## config.mk

```make
export PLATFORM = sky130hd
export DESIGN_NAME = mem_responder
export DESIGN_NICKNAME = d
export VERILOG_FILES = /design/src/rtl/mem_responder.sv
export SDC_FILE = /design/constraint.sdc
export NUM_CORES = 1
export LEC_CHECK = 0
export ABC_AREA = 1
export CORE_ASPECT_RATIO = 1.2
export CORE_UTILIZATION = 66
export CTS_CLUSTER_DIAMETER = 50
export DETAILED_ROUTE_END_ITERATION = 10
export GPL_ROUTABILITY_DRIVEN = 0
export PLACE_DENSITY_LB_ADDON = 0.1
export SLEW_MARGIN = 20
export SYNTH_ARGS = -nofsm -noshare
export SYNTH_HDL_FRONTEND = slang
export SYNTH_SLANG_ARGS = --single-unit
```

## constraint.sdc

```tcl
create_clock -name clk -period 4.9 [get_ports clk]
set_clock_uncertainty 0.15 [all_clocks]
set_input_delay 0.98 -clock clk [delete_from_list [all_inputs] [get_ports clk]]
set_output_delay 0.98 -clock clk [all_outputs]
set_load 0.05 [all_outputs]
```

## src/rtl/mem_responder.sv

```systemverilog
// Memory-side responder for the RISC CPU bus: a DEPTH x DATA_W storage array
// behind a small FSM that inserts WAIT_STATES cycles and returns a ready pulse.
module mem_responder #(
    parameter int DATA_W      = 8,
    parameter int ADDR_W      = 5,
    parameter int DEPTH       = 32,
    parameter int WAIT_STATES = 1
) (
    input  logic              clk,
    input  logic              rst,
    input  logic [ADDR_W-1:0] addr,
    input  logic              rd,
    input  logic              wr,
    input  logic              data_e,
    input  logic [DATA_W-1:0] data_in,
    output logic [DATA_W-1:0] data_out,
    output logic              ready,
    output logic              busy,
    output logic              err,
    output logic [1:0]        state_dbg
);

    // Handshake: rd/wr are levels sampled only in IDLE. A request is accepted
    // on the edge that moves IDLE->WAIT; ready pulses for exactly one cycle
    // on entry to DONE, and DONE is held until both strobes are seen low, so
    // one long strobe cannot be accepted twice.
    typedef enum logic [1:0] {
        S_IDLE = 2'd0,
        S_WAIT = 2'd1,
        S_DONE = 2'd2
    } state_t;

    localparam logic [3:0] WAIT_INIT = 4'(WAIT_STATES);

    state_t            state_q, state_d;
    logic [3:0]        cnt_q, cnt_d;
    logic [ADDR_W-1:0] addr_q, addr_d;
    logic [DATA_W-1:0] wdata_q, wdata_d;
    logic              op_wr_q, op_wr_d;
    logic [DATA_W-1:0] data_out_q, data_out_d;
    logic              ready_q, ready_d;
    logic              busy_q, busy_d;
    logic              err_q, err_d;
    logic              mem_we;

    logic [DATA_W-1:0] mem [DEPTH];

    always_comb begin
        state_d    = state_q;
        cnt_d      = cnt_q;
        addr_d     = addr_q;
        wdata_d    = wdata_q;
        op_wr_d    = op_wr_q;
        data_out_d = data_out_q;
        ready_d    = 1'b0;
        err_d      = 1'b0;
        mem_we     = 1'b0;

        case (state_q)
            S_IDLE: begin
                if (rd && wr) begin
                    err_d = 1'b1;
                end else if (rd) begin
                    addr_d  = addr;
                    op_wr_d = 1'b0;
                    cnt_d   = WAIT_INIT;
                    state_d = S_WAIT;
                end else if (wr) begin
                    if (data_e) begin
                        addr_d  = addr;
                        wdata_d = data_in;
                        op_wr_d = 1'b1;
                        cnt_d   = WAIT_INIT;
                        state_d = S_WAIT;
                    end else begin
                        err_d = 1'b1;
                    end
                end
            end

            S_WAIT: begin
                if (cnt_q != 4'd0) begin
                    cnt_d = cnt_q - 4'd1;
                end else begin
                    // Write commits here so a following read sees the new data.
                    if (op_wr_q) begin
                        mem_we = 1'b1;
                    end else begin
                        data_out_d = mem[addr_q];
                    end
                    ready_d = 1'b1;
                    state_d = S_DONE;
                end
            end

            S_DONE: begin
                if (!rd && !wr) begin
                    state_d = S_IDLE;
                end
            end

            default: begin
                state_d = S_IDLE;
            end
        endcase

        busy_d = (state_d != S_IDLE);
    end

    always_ff @(posedge clk) begin
        if (rst) begin
            state_q    <= S_IDLE;
            cnt_q      <= 4'd0;
            addr_q     <= '0;
            wdata_q    <= '0;
            op_wr_q    <= 1'b0;
            data_out_q <= '0;
            ready_q    <= 1'b0;
            busy_q     <= 1'b0;
            err_q      <= 1'b0;
        end else begin
            state_q    <= state_d;
            cnt_q      <= cnt_d;
            addr_q     <= addr_d;
            wdata_q    <= wdata_d;
            op_wr_q    <= op_wr_d;
            data_out_q <= data_out_d;
            ready_q    <= ready_d;
            busy_q     <= busy_d;
            err_q      <= err_d;
        end
    end

    // Storage is never cleared; reset only blocks an in-flight commit.
    always_ff @(posedge clk) begin
        if (mem_we && !rst) begin
            mem[addr_q] <= wdata_q;
        end
    end

    assign data_out  = data_out_q;
    assign ready     = ready_q;
    assign busy      = busy_q;
    assign err       = err_q;
    assign state_dbg = state_q;

endmodule

```

* After elaboration in Yosys (flattened, before gate mapping)
Memories as Yosys holds them, arrays and structs flattened. A register that Yosys moved wholly into a read port is not among the register bits.
Index checks and enable logic that the tools add are counted.
** Storage, ports and cells
- Bits in registers :: 23
- Bits in latches :: 0
- RAM bits :: 256
- ROM bits :: 0
- Bits of input ports :: 18
- Output and inout port bits :: 13
- Word-level logic and storage cells :: 69
- Memories kept :: 1
** Memory list
- mem :: words 32, width 8, read ports 1, clocked after memory_dff 1, wr ports 1, line 46 : logic [DATA_W-1:0] mem [DEPTH];
** Operators by class
- $add $sub $neg :: 1
- Multiply operators :: 0
- Divide/modulo/power cells :: 0
- Magnitude comparators :: 0
- Eq/ne operators :: 6
- Shifts and indexed selects :: 0
- Muxes and demuxes :: 29
- Bitwise operators :: 6
- Reduce and logical (&&, ||, !) cells :: 18
** Operators by type and width (number)
- $mux W4 :: 5
- $mux W5 :: 3
- $mux W1 :: 13
- $mux W2 :: 6
- $reduce_and A5 Y1 :: 2
- $pmux W4 S2 :: 1
- $reduce_bool A2 Y1 :: 4
- $ne A3 B3 Y1 const B :: 2
- $not A1 Y1 :: 6
- $pmux W2 S3 :: 1
- $ne A2 B2 Y1 const B :: 2
- $reduce_and A4 Y1 :: 1
- $reduce_bool A4 Y1 :: 1
- $reduce_or A2 Y1 :: 2
- $sub A4 B1 Y4 const B :: 1
- $logic_and A1 B1 Y1 :: 3
- $logic_not A1 Y1 :: 3
- $reduce_and A3 Y1 :: 1
- $eq A2 B1 Y1 const B :: 1
- $eq A2 B2 Y1 const B :: 1
- $logic_not A2 Y1 :: 1

* Logic depth before layout (Yosys ltp)
- Depth after elaboration :: 6
- Mapped depth :: 14
- Depth with buffers taken out :: 11

* Least setup slack after synthesis
OpenSTA, ideal clock, no wires.
- Kind :: input to register
- Start point :: in rst
- End point :: mem mem[10][0], enable pin
- Setup time :: 370 ps
- Data arrival time :: 2010 ps
- Data required time :: 4380 ps
- Path slack :: 2370 ps
- Cell stages on the path :: 4
- Buffers on the path :: 1
- Path through :: clkbuf_1 nor3_4 nand2_1 nor2_1
** Between the ends
- Cells in the longest elaborated chain, start to end :: 4
** RTL lines
- start, declared :: line 10 : input logic rst,
- $logic_not A1 Y1 :: line 136 : if (mem_we && !rst) begin
- $logic_and A1 B1 Y1 :: line 136
- $mux W1 :: line 136
- $mux W1 (implied by the code) :: line 137 : mem[addr_q] <= wdata_q;
- end, declared :: line 46
Every way passes these cells.

==> summary.md <==
| Metric | Value |
|---|---|
| Fraction of layout cells with a size suffix above 1 | `6.59%` |
| Worst R2R Path Depth | `12` |
| N_diodes | `0` |
| Skew-Pair Late Insertion Delay | `between 0.5 and 0.6 ns` |
| Class of the worst hold path | `flip-flop to flip-flop` |
| First-pass GRT wire length | `just over 40000 um` |
| H-tree depth | `1` |
| Routed vias/inst | `~5.6` |
| Period utilization | `70.0%` |
| Post-Syn Nets | `roughly 1200` |
| Crit Path Max Fanout | `73` |
| Most used cell along the critical path | `nand2_1` |
| Number of nets in the layout | `1196` |
| Hold Path Cell Cnt | `2` |
| Die Area | `approximately 0.019 mm2` |
| Leak | `0.00526 uW` |
| Cell Area, Synth | `0.0120 mm2` |
| Max cap viols | `0` |
| Hold Slack | `~0.32 ns` |
| Crit path cell chain | `clkinv_2 -> buf_4 -> nand2_1 -> nand2_1 -> nand2_1 -> nand2_1 -> nand2_1 -> nand2_1 -> nor2_1 -> nand3_1 -> nand2_1 -> inv_1` |
| PortBufs | `30` |
| Post-route DRC | `0` |
| Setup TNS | `0 ns` |
| First drt pass iteration count | `5` |
| Hold-fix buffers, CTS | `0` |
| Initial Util | `68.0%` |
| # setup viols final | `0` |
| Routed Antenna Nets | `0` |
| Most common cell in the netlist | `nand2_1` |
| DR iter-0 viols | `864` |
| Synthesized netlist cell count | `1165` |
| RSZ-0062 raised after global routing | `false` |
| Final Slew Violations | `0` |
| WL per Instance | `between 15 and 20 um` |
| Die Y-Extent | `150 um` |
| Final Non-Filler Cells | `between 1000 and 1500` |
| Fin area | `approximately 0.013 mm2` |
| Initial antenna violation count | `0` |
| Placed Instance Area | `0.0123 mm2` |
| Hold Path Origin | `op_wr_q$_SDFFE_PP0P_` |
| HPWL after DPL | `15900 um` |
| Post-synth top area share | `between 60 and 70%` |
| Die width | `125 um` |
| # placed instances | `1366` |
| Crit path from | `addr_q[0]$_SDFFE_PP0P_` |
| Slowest CP cell | `clkinv_2` |
| Final hold viol count | `0` |
| Final total power | `between 5000 and 6000 uW` |
| CTS Root Cell | `clkbuf_16` |
| Clock Path Buffers | `3` |
| Clock Sinks | `287` |
| Post-synth EDFFs | `256` |
| Synth warnings | `0` |
| Drt total wl | `26900 um` |
| Area growth syn-to-layout | `9.99%` |
| Period minus WS final | `3.43 ns` |
| Relative slew slack | `37.0%` |
| Largest net degree at the start of global routing | `between 80 and 90` |
| CP Capture Type | `flip-flop` |
| Cell Rows | `53` |
| Cts repair resizes | `0` |
| Synth top area cells | `edfxtp_1, nand2_1, dfxtp_1` |
| Max frequency | `between 200 and 300 MHz` |
| Synth cell count leaders | `nand2_1, edfxtp_1, nand3_1` |
| Startpoint Class | `flip-flop` |
| Core area | `between 0.015 and 0.02 mm2` |
| Clock slew seen by the registers of the worst setup and hold paths | `0.06 ns` |
| IO Count | `31` |
| Number of unique standard cell types used by synthesis | `24` |
| Outcome | `completed` |
| Overflow after GRT | `0` |
| Via Count | `7924` |
| Ys flop type | `edfxtp_1` |
| Avg Inst Size Synth | `10.3 um2` |
| Vias in the first global route | `~7500` |
| #FFs+latches synth | `287` |
| Register area share after synthesis | `between 60 and 70%` |
| Crit path kind | `flip-flop to flip-flop` |
| Asr flop ratio synth | `0%` |
| Num CTS Buffers | `28` |
| CTS tree | `yes` |
| Worst vdd ir | `~0.36 mV` |
| GRT Resource Usage Total | `~30%` |
| Worst-Margin Slew | `0.945 ns` |
| Max incr delay on CP | `0.79 ns` |
| PD cells | `423 mW/mm2` |
| Setup Buffers After CTS | `0` |
| Critical R2R Launch | `addr_q[0]$_SDFFE_PP0P_` |
| Dominant cell type by area after synthesis | `edfxtp_1` |
| Crit path required time | `5.19 ns` |
| CP Data Arrival Time | `3.72 ns` |
[cells in the final DEF, fill, tap and decap left out, drive strengths merged]
master         count
nand2            574
edfxtp           256
nand3             76
nor2              74
inv               43
clkbuf            39
dfxtp             31
clkdlybuf4s50     30
a21oi             18
o21ai             16
nor3              13
nand4              8
clkinv             8
buf                5
ha                 2
clkinvlp           2
a211oi             1
or2                1
a31oi              1
[registers in the layout, summed over array words and instances (netlist names)]
name	flops
addr_q	5
busy	1
cnt_q	4
data_out	8
err	1
mem	256
op_wr_q	1
ready	1
state_dbg	2
wdata_q	8
[logic make-up (layout without fill, tap and decap cells)]
logic type / after synthesis / in the layout / share of synthesized area (%)
AOI/OAI and AO/OA: 36 / 36 / 1.53
adders and majority gates: 2 / 2 / 0.209
buffers and inverters: 94 / 127 / 3.90
DFF: 287 / 287 / 69.2
and+or+nand+nor: 746 / 746 / 25.1
[per-layer routing]
metal  up-vias  part of all wire (%)  global-route usage (%)
li1       3869                     -                       -
met1      3677                    40                    37.5
met2       314                    50                    51.1
met3        64                   6.5                    3.15
met4         0                   3.8                    13.8
met5         -                     0                       0
[power breakdown]
part	switching, uW	internal (uW)
Sequential	133	2730
Clock	889	1150
Combinational	484	191
[path summary, 6_finish.rpt]
kind / end / slack, ns
hold reg to reg: op_wr_q$_SDFFE_PP0P_ / 0.32
hold / removal: op_wr_q$_SDFFE_PP0P_ / 0.32
setup reg to reg: data_out[2]$_SDFFE_PP0P_ / 1.47
setup / recovery: data_out[2]$_SDFFE_PP0P_ / 1.47
[cell type report]
cell class	count	area, um2
Clock inverter	13	88.8
Sequential cell	287	8320
Fill cell	1239	4440
Timing Repair Buffer	35	338
Tap cell	220	275
Multi-Input combinational cell	784	3220
Inverter	40	151
Clock buffer	39	798
[worst max-delay path: cells and delay by family, from the launching register on]
| family | cells | cell delay, ns |
|---|---|---|
| and+or+nand+nor | 9 | 0.87 |
| buffers and inverters | 3 | 1.43 |
| DFF | 1 | 0.75 |
[through the flow]
stage	setup WS, ns	util [%]
finish	1.47	74.8
global route	1.17	74.8
CTS	1.53	74.8
detailed placement	1.35	69.8
global placement	1.40	69.8
floorplan	2.37	-
Power figures use the tool's default switching activity.
